`src/rtl/veggie_comm_pkg.sv`:
```
// Shared FPGA<->Arduino serial link definitions: frame width, transmitter states, checksum.
// Also used by arduino_fpga_comm so both ends agree on the frame layout.
package veggie_comm_pkg;

  localparam int FRAME_W = 24;

  typedef enum logic [1:0] {
    IDLE,
    SHIFT,
    WAIT_ACK,
    GAP
  } tx_state_e;

  // Checksum nibble: XOR of the command and the four payload nibbles.
  function automatic logic [3:0] frame_chk(input logic [3:0] cmd, input logic [15:0] data);
    return cmd ^ data[15:12] ^ data[11:8] ^ data[7:4] ^ data[3:0];
  endfunction

  function automatic int cnt_width(input int a, input int b);
    return $clog2(((a > b) ? a : b) + 1);
  endfunction

endpackage

```
`src/rtl/bit_tick_gen.sv`:
```
// Half-period divider: one-cycle tick every DIV enabled cycles; clr restarts the count at 0.
// Latency: first tick DIV cycles after clr; no backpressure.
module bit_tick_gen #(
  parameter int DIV = 250,
  parameter int W   = 9
) (
  input  logic clk,
  input  logic reset_n,
  input  logic en_i,
  input  logic clr_i,
  output logic tick_o
);

  logic [W-1:0] cnt_q, cnt_d;
  logic         at_end;

  assign at_end = (cnt_q == W'(DIV - 1));
  assign tick_o = en_i && !clr_i && at_end;

  always_comb begin
    cnt_d = cnt_q;
    if (clr_i) begin
      cnt_d = '0;
    end else if (en_i) begin
      cnt_d = at_end ? '0 : cnt_q + 1'b1;
    end
  end

  always_ff @(posedge clk or negedge reset_n) begin
    if (!reset_n) begin
      cnt_q <= '0;
    end else begin
      cnt_q <= cnt_d;
    end
  end

endmodule

```
`src/rtl/fpga_arduino_tx.sv`:
```
// Sends 24-bit {cmd, data, chk} frames MSB first to the Arduino and waits for an acknowledge, resending on timeout.
// Frame starts the cycle after tx_valid&tx_ready; tx_ready is low from acceptance until tx_done/tx_err.
module fpga_arduino_tx
  import veggie_comm_pkg::*;
#(
  parameter int CLK_DIV     = 250,
  parameter int ACK_TIMEOUT = 50000,
  parameter int MAX_RETRY   = 2
) (
  input  logic        clk,
  input  logic        reset_n,
  input  logic        tx_valid,
  input  logic [3:0]  tx_cmd,
  input  logic [15:0] tx_data,
  output logic        tx_ready,
  output logic        ser_clk,
  output logic        ser_data,
  output logic        ser_frame,
  input  logic        ser_ack,
  output logic        tx_done,
  output logic        tx_err,
  output logic        busy
);

  localparam int CNT_W   = cnt_width(2 * CLK_DIV, ACK_TIMEOUT);
  localparam int RETRY_W = $clog2(MAX_RETRY + 2);
  localparam logic [4:0] LAST_BIT = 5'(FRAME_W - 1);

  tx_state_e            state_q, state_d;
  logic [FRAME_W-1:0]   frame_q, frame_d;
  logic [FRAME_W-1:0]   shift_q, shift_d;
  logic [4:0]           bit_cnt_q, bit_cnt_d;
  logic [CNT_W-1:0]     wait_q, wait_d;
  logic [RETRY_W-1:0]   retry_q, retry_d;
  logic                 ser_clk_q, ser_clk_d;
  logic                 ser_frame_q, ser_frame_d;
  logic                 tx_done_q, tx_done_d;
  logic                 tx_err_q, tx_err_d;
  logic                 tx_ready_q, tx_ready_d;
  logic                 ack_meta_q, ack_sync_q, ack_prev_q;

  logic                 ack_rise;
  logic                 half_tick;
  logic                 tick_clr;
  logic                 start_frame;
  logic [FRAME_W-1:0]   start_src;
  logic [FRAME_W-1:0]   new_frame;

  assign new_frame = {tx_cmd, tx_data, frame_chk(tx_cmd, tx_data)};
  assign ack_rise  = ack_sync_q && !ack_prev_q;

  bit_tick_gen #(
    .DIV (CLK_DIV),
    .W   (CNT_W)
  ) u_tick (
    .clk     (clk),
    .reset_n (reset_n),
    .en_i    (state_q == SHIFT),
    .clr_i   (tick_clr),
    .tick_o  (half_tick)
  );

  always_comb begin
    state_d     = state_q;
    frame_d     = frame_q;
    shift_d     = shift_q;
    bit_cnt_d   = bit_cnt_q;
    wait_d      = wait_q;
    retry_d     = retry_q;
    ser_clk_d   = ser_clk_q;
    ser_frame_d = ser_frame_q;
    tx_done_d   = 1'b0;
    tx_err_d    = 1'b0;
    tick_clr    = 1'b0;
    start_frame = 1'b0;
    start_src   = '0;

    case (state_q)
      IDLE: begin
        if (tx_valid && tx_ready_q) begin
          frame_d     = new_frame;
          retry_d     = '0;
          start_frame = 1'b1;
          start_src   = new_frame;
        end
      end
      SHIFT: begin
        if (half_tick) begin
          if (!ser_clk_q) begin
            ser_clk_d = 1'b1;
          end else if (bit_cnt_q == LAST_BIT) begin
            ser_clk_d   = 1'b0;
            ser_frame_d = 1'b0;
            shift_d     = '0;
            wait_d      = '0;
            state_d     = WAIT_ACK;
          end else begin
            // Data only moves on the falling ser_clk edge; the Arduino samples on the rising one.
            ser_clk_d = 1'b0;
            shift_d   = {shift_q[FRAME_W-2:0], 1'b0};
            bit_cnt_d = bit_cnt_q + 5'd1;
          end
        end
      end
      WAIT_ACK: begin
        if (ack_rise) begin
          tx_done_d = 1'b1;
          state_d   = IDLE;
        end else if (wait_q == CNT_W'(ACK_TIMEOUT - 1)) begin
          if (retry_q < RETRY_W'(MAX_RETRY)) begin
            retry_d = retry_q + 1'b1;
            wait_d  = '0;
            state_d = GAP;
          end else begin
            tx_err_d = 1'b1;
            state_d  = IDLE;
          end
        end else begin
          wait_d = wait_q + 1'b1;
        end
      end
      GAP: begin
        if (wait_q == CNT_W'(2 * CLK_DIV - 1)) begin
          start_frame = 1'b1;
          start_src   = frame_q;
        end else begin
          wait_d = wait_q + 1'b1;
        end
      end
      default: state_d = IDLE;
    endcase

    if (start_frame) begin
      shift_d     = start_src;
      bit_cnt_d   = '0;
      ser_clk_d   = 1'b0;
      ser_frame_d = 1'b1;
      tick_clr    = 1'b1;
      state_d     = SHIFT;
    end

    tx_ready_d = (state_d == IDLE);
  end

  always_ff @(posedge clk or negedge reset_n) begin
    if (!reset_n) begin
      state_q     <= IDLE;
      frame_q     <= '0;
      shift_q     <= '0;
      bit_cnt_q   <= '0;
      wait_q      <= '0;
      retry_q     <= '0;
      ser_clk_q   <= 1'b0;
      ser_frame_q <= 1'b0;
      tx_done_q   <= 1'b0;
      tx_err_q    <= 1'b0;
      tx_ready_q  <= 1'b0;
      ack_meta_q  <= 1'b0;
      ack_sync_q  <= 1'b0;
      ack_prev_q  <= 1'b0;
    end else begin
      state_q     <= state_d;
      frame_q     <= frame_d;
      shift_q     <= shift_d;
      bit_cnt_q   <= bit_cnt_d;
      wait_q      <= wait_d;
      retry_q     <= retry_d;
      ser_clk_q   <= ser_clk_d;
      ser_frame_q <= ser_frame_d;
      tx_done_q   <= tx_done_d;
      tx_err_q    <= tx_err_d;
      tx_ready_q  <= tx_ready_d;
      ack_meta_q  <= ser_ack;
      ack_sync_q  <= ack_meta_q;
      ack_prev_q  <= ack_sync_q;
    end
  end

  // Shift register is cleared outside a frame, so its MSB is the line value directly.
  assign ser_data  = shift_q[FRAME_W-1];
  assign ser_clk   = ser_clk_q;
  assign ser_frame = ser_frame_q;
  assign tx_done   = tx_done_q;
  assign tx_err    = tx_err_q;
  assign tx_ready  = tx_ready_q;
  assign busy      = (state_q != IDLE);

endmodule

```
`config.mk`:
```
export PLATFORM = sky130hd
export DESIGN_NAME = fpga_arduino_tx
export DESIGN_NICKNAME = d
export VERILOG_FILES = /design/src/rtl/veggie_comm_pkg.sv /design/src/rtl/bit_tick_gen.sv /design/src/rtl/fpga_arduino_tx.sv
export SDC_FILE = /design/constraint.sdc
export NUM_CORES = 1
export LEC_CHECK = 0
export ABC_AREA = 0
export CAP_MARGIN = 30
export CORE_AREA = 8 8 116 118
export CTS_BUF_LIST = sky130_fd_sc_hd__clkbuf_16
export DETAILED_ROUTE_END_ITERATION = 7
export DIE_AREA = 0 0 124 126
export SLEW_MARGIN = 20
export SYNTH_ARGS = -nofsm -noshare
export SYNTH_HDL_FRONTEND = slang
export SYNTH_SLANG_ARGS = --single-unit
export TNS_END_PERCENT = 50
```
`constraint.sdc`:
```
create_clock -name clk -period 3.5 [get_ports clk]
set_input_delay 0.875 -clock clk [delete_from_list [all_inputs] [get_ports clk]]
set_output_delay 0.875 -clock clk [all_outputs]
set_load 0.01 [all_outputs]
```
==> results.tsv, run 1 <==
metric	value	unit
HP Class	register to register	
global-route wire length before repair	20640	µm
Num CTS Buffers	9	
HPWL after DPL	8091	µm
Synth Instances	568	
P_int	0.001714	W
switching part of the total power	0.2137	
H-tree levels	3	
peak supply drop	244.9	µV
top post-synthesis cells by area	dfrtp_1 47%, nand2_1 8.3%, nand3_1 4.2%	
final WL	12020	µm
Final setup viols	0	
DR vias	4302	
GRT overflow	0	
standard-cell rows	40	
post-CTS sizing	0	
compound-gate portion of the synthesized area	0.1678	
post-synthesis adder-cell area fraction	0.02443	
Area Overhead vs Synth	14.39	%
post-synthesis mux area share	0.008061	
cells on worst reg2reg path	7	
antenna violations before repair	0	
Die W	124	µm
crit path max fanout	23	
Crit. End Element	register	
Synth area leader	dfrtp_1	
power share of the clock group	0.441	
# hold bufs at CTS	0	
worst path required time	3.77	ns
largest family of logic cells by synthesized area	simple AND/OR/NAND/NOR gates	
die area	15620	µm²
DRC Markers	0	
DRT iter0 DRCs	232	
commonest non-fill, non-tap cell in the layout	nand2_1	
Post-synth EDFFs	0	
Final period util	0.8092	
Syn Std Cell Area	5122	µm²
CTS tree	done	
min-delay src	ack_meta_q	
Post-Synth XOR/XNOR Area	0.03420	
R2R Path End	wait_q[6]	
reg2reg setup slack	0.67	ns
Synth top area share	0.4739	
slew margin rel.	0.5287	
vias in the first global route	4224	
Sequential Power Share	0.515	
worst r2r src	state_q[0]	
Num Clock Sinks	97	
Leak	2.523	nW
vias per cell	5.829	
largest net degree at the start of global routing	54	
ant diodes	0	
power density over the cells	372.1	nW/µm²
logic gate share of total power	0.044	
Worst Tran Pin Value	0.7070	ns
drt first pass iters	5	
Critical Path, Cell by Cell	inv_1 > ha_1 > and2_1 > or2_2 > or4b_4 > nor2_1 > a22o_1	
Fin Clk Skew	0.01053	ns
I/O pins	31	
Routed Antenna Nets	0	
Max Cap Viol	0	
Finished Core Util	0.5003	
postcts setup bufs	0	
Fin. Hold Viols	0	
top_reg_cell synth	dfrtp_1	
Post-Synth Simple-Gate Area	0.2562	
ys async rst share	1.000	
Hold Path End	ack_sync_q	
critical path's largest stage delay	0.66	ns
Critical-path top delay cell	or4b_4	
crit path kind	register to register	
RSZ-0062 raised after global routing	false	
Die Y	126	µm
Core ar.	11710	µm²
Synth warnings	0	
Setup crit start kind	register	
switching pwr	0.0004658	W
layout cell share with drive strength beyond 1	0.06430	
final worst path period need	2.832	ns
wire per inst	16.29	µm
sum of negative setup slack	0	ns
Tot GR Track Use	0.1613	
Worst-path clk slew	0.07	ns
root buffer cell	clkbuf_16	
Hold Path Depth	0	
clock tree buffer depth	2	
synthesized area per cell	9.018	µm²
port buffer count	30	
sequential share of the synthesized area	0.4739	
Max Slew Vio Count	0	
Clock Latency Late Sink	0.34	ns
RePlAce Congestion	0.7800	
status	completed	
fin nets	620	
Post-Synthesis Net Count	602	
Arrival @ worst endpoint	3.10	ns
Netlist cell types	56	
post-synthesis register bit count	97	
most frequent cells in the layout	113 x nand2_1, 97 x dfrtp_1, 43 x nand3_1	
Initial Util	0.4374	
achievable frequency	0.3531	GHz
==> state kept, by name, summed over array words and instances, names as in the netlist, 2 cells and up <==
register      count
frame_q          24
shift_q          24
u_tick.cnt_q     16
state_q           2
bit_cnt_q         5
wait_q           16
retry_q           2
==> per-layer routing <==
layer | track usage | up-vias | share of wire
li1 | - | 2076 | -
met3 | 0.03351 | 9 | 0.040
met5 | 0 | - | 0
met2 | 0.2536 | 82 | 0.47
met1 | 0.2196 | 2135 | 0.48
met4 | 0.04342 | 0 | 0.011
==> metrics by stage <==
step / setup WS, ns / cells / hold slack (ns) / total power (W) / instance area (µm²)
after floorplan: 1.160 / 568 / 0.3312 / 0.001174 / 5122
after global placement: 0.8113 / 722 / 0.3826 / 0.001243 / 5572
after detailed placement: 0.7345 / 722 / 0.3876 / 0.001244 / 5572
after CTS: 0.7181 / 738 / 0.4036 / 0.002206 / 5859
after global routing: 0.5415 / 738 / 0.4082 / 0.002262 / 5859
final: 0.6678 / 738 / 0.3848 / 0.002180 / 5859
==> logic make-up (layout without fill, tap and decap cells) <==
family | Yosys count | after routing
mux | 4 | 4
compound gates | 127 | 127
buf+inv | 46 | 69
simple gates | 264 | 264
xor+xnor | 20 | 20
flops | 97 | 97
fa+ha+maj | 10 | 10
==> synthesized netlist by cell type (2+ instances only) <==
cell type and instances:
clkbuf_1 30, o21ai_1 2, o21a_1 2, nor2_1 36, a211oi_1 2, or4_1 2, nand3_1 43, a21oi_1 28
or3_1 7, nor4_1 4, inv_1 12, ha_1 10, xor2_1 7, o21ai_0 18, nand2_1 113, and3_1 10
o21bai_1 2, a31oi_1 21, nand4b_1 3, nor3_1 12, a21o_1 9, dfrtp_1 97, o31ai_1 4, nor3b_1 2
xnor2_1 13, nor4_4 2, a22o_1 7, and4_1 7, buf_1 2, o22ai_1 5, nand2b_1 3, a221oi_1 20
mux2i_1 3, nand4_1 8
==> area by class of cell <==
cell class	count	area, µm²
fillers	1138	5852
clock buffers	9	225.2
multi-input cells	425	2522
inverters	12	45.04
flip-flops and latches	97	2427
well taps	147	183.9
repair buffers	41	392.9
clock inverters	7	62.56
==> worst max-delay path by stage <==
stage,from,to,depth (start not counted)
4_1_cts,state_q[0],wait_q[6],7
5_1_grt,state_q[0],wait_q[3],7
6_report,state_q[0],wait_q[6],7
2_1_floorplan,u_tick.cnt_q[12],wait_q[11],7
3_5_place_dp,state_q[0],wait_q[6],7
3_3_place_gp,state_q[0],wait_q[6],7
==> worst max-delay path, delay by kind of cell, from the launching register on <==
kind,cells,cell delay (ns)
and+or+nand+nor,4,1.63
buffers and inverters,1,0.12
DFF,1,0.45
adders and majority gates,1,0.34
AOI/OAI and AO/OA,1,0.23
==> power by group through the flow <==
stage	combinational, W	clock, W	sequential (W)
finish	0.0000965	0.000960	0.00112
global route	0.000106	0.00103	0.00112
CTS	0.0000989	0.000984	0.00112
detailed placement	0.0000988	0	0.00114
global placement	0.0000986	0	0.00114
floorplan	0.0000298	0	0.00114
No activity file was read; power rests on OpenSTA's default activity.
==> run 2, diff against run 1 <==
==> constraint.sdc (replaced) <==
create_clock -name clk -period 2.62 [get_ports clk]
set_input_delay 0.655 -clock clk [delete_from_list [all_inputs] [get_ports clk]]
set_output_delay 0.655 -clock clk [all_outputs]
set_load 0.01 [all_outputs]
==> results.tsv, run 2 (synthesis results as in run 1) <==
metric	value	unit	change
cells on worst reg2reg path	7		unchanged
area of the multi-input gates	2526	µm²	+0.15%
Area Overhead vs Synth	15.54	%	
RSZ-0062 raised after global routing	true		
port buffer count	30		unchanged
Die Y	126	µm	unchanged
CTS tree	done		
wire per inst	16.50	µm	+1.3%
largest net degree at the start of global routing	46		-15%
commonest non-fill, non-tap cell in the layout	nand2_1		
H-tree levels	3		unchanged
final worst slack	0.1032	ns	-0.5646 ns
most frequent cells in the layout	113 x nand2_1, 97 x dfrtp_1, 43 x nand3_1		
I/O pins	31		unchanged
Leak	2.559	nW	+1.4%
Fin. Hold Viols	0		unchanged
# hold bufs at CTS	0		unchanged
clock tree buffer depth	2		unchanged
vias per cell	5.782		-0.81%
Routed Antenna Nets	0		unchanged
R2R Path End	wait_q[3]		
standard-cell rows	40		unchanged
Final setup viols	0		unchanged
vias in the first global route	4183		-0.97%
root buffer cell	clkbuf_16		
peak supply drop	261.6	µV	+6.8%
reg2reg setup slack	0.10	ns	-0.56 ns
Worst Tran Pin Value	0.5578	ns	-0.1492 ns
RePlAce Congestion	0.7961		+2.1%
crit path max fanout	16		-30%
Core ar.	11710	µm²	unchanged
slew margin rel.	0.6281		+0.09949
top flop regs	frame_q x24, shift_q x24		
critical path's largest stage delay	0.61	ns	-0.05 ns
Num CTS Buffers	9		unchanged
Critical-path top delay cell	or4b_4		
DRC Markers	0		unchanged
Initial Util	0.4374		unchanged
fin nets	630		+1.6%
layout cell share with drive strength beyond 1	0.07820		+0.01391
postcts setup bufs	0		unchanged
DRT iter0 DRCs	322		+39%
pre-CTS WS	0.09400	ns	-0.6405 ns
HP Class	input pin to async pin		
achievable frequency	0.3973	GHz	+13%
Num Clock Sinks	97		unchanged
sum of negative setup slack	0	ns	unchanged
Arrival @ worst endpoint	2.75	ns	-0.35 ns
final WL	12350	µm	+2.7%
post-route insts no fill	748		+1.4%
Max Slew Vio Count	0		unchanged
ant diodes	0		unchanged
global-route wire length before repair	20950	µm	+1.5%
power density over the cells	472.7	nW/µm²	+27%
die area	15620	µm²	unchanged
drt first pass iters	4		-1
DR vias	4325		+0.53%
Cell Count Post-Placement	732		+1.4%
Tot GR Track Use	0.1646		+0.003266
GRT overflow	0		unchanged
antenna violations before repair	0		unchanged
worst r2r src	u_tick.cnt_q[9]		
HPWL after DPL	8317	µm	+2.8%
worst path required time	2.85	ns	-0.92 ns
Setup crit start kind	register		
status	completed		
Crit. End Element	register		
Fin Clk Skew	0.007881	ns	-0.002647 ns
Critical Path, Cell by Cell	nor4_4 > nand4_4 > o31ai_4 > or4b_4 > buf_4 > a21o_1 > a22o_1		
Die W	124	µm	unchanged
final worst path period need	2.517	ns	-0.3154 ns
Final period util	0.9606		+0.1514
Worst-path clk slew	0.06	ns	about the same
Clock Latency Late Sink	0.34	ns	about the same
post-CTS sizing	0		unchanged
crit path kind	register to register		
Max Cap Viol	0		unchanged
Reg area	2427	µm²	unchanged
fillers	1139		+0.088%
-- run 2: cell count changes in the layout (fill, tap and decap cells not counted) --
cell       change
and3b_1        -1
and3b_2        +1
buf_12         +1
buf_4          +9
bufinv_16      -1
clkinv_1       +3
clkinv_2       -1
inv_6          -1
nor2_1         -1
nor2_2         +1
-- run 2: worst max-delay path, delay by kind of cell, from the launching register on --
family	cells	cell delay (ns)
AND/OR/NAND/NOR	3	1.14
AO/OA/AOI/OAI	3	0.59
flip-flops	1	0.46
buffers and inverters	1	0.21
-- run 2: worst max-delay path by stage --
stage,start,endpoint,cells after the start
6_report,u_tick.cnt_q[9],wait_q[3],7
5_1_grt,u_tick.cnt_q[1],wait_q[13],8
4_1_cts,u_tick.cnt_q[1],wait_q[6],8
3_5_place_dp,u_tick.cnt_q[12],wait_q[6],6
3_3_place_gp,u_tick.cnt_q[1],wait_q[6],8
2_1_floorplan,u_tick.cnt_q[12],wait_q[11],7
-- run 2: per-stage QoR --
step / total power [W] / hold slack, ns / utilization / cell area, µm²
4_1_cts: 0.002840 / 0.3162 / 0.5050 / 5914
2_1_floorplan: 0.001569 / 0.3312 / - / 5122
3_3_place_gp: 0.001660 / 0.3800 / 0.4832 / 5659
6_report: 0.002797 / 0.2901 / 0.5053 / 5918
5_1_grt: 0.002899 / 0.3360 / 0.5053 / 5918
3_5_place_dp: 0.001660 / 0.3860 / 0.4832 / 5659
-- run 2: power by group --
group / internal [W] / switching [W]
clock network: 0.000624 / 0.000546
logic: 0.0000597 / 0.0000672
registers: 0.00150 / 0.00000136
-- run 2: cell type report --
type	instances	area share
multi-input cells	425	0.4268
flip-flops and latches	97	0.4101
inverters	12	0.007611
clock inverters	7	0.005074
clock buffers	9	0.03805
well taps	147	0.03108
repair buffers	51	0.08118
-- run 2: layer usage --
layer  track usage  wire length (µm)  up-vias
li1              -                 -     2098
met1        0.2296              5927     2121
met2        0.2491              5747       95
met3       0.03664               544       11
met4       0.04762               125        0
met5             0                 0        -
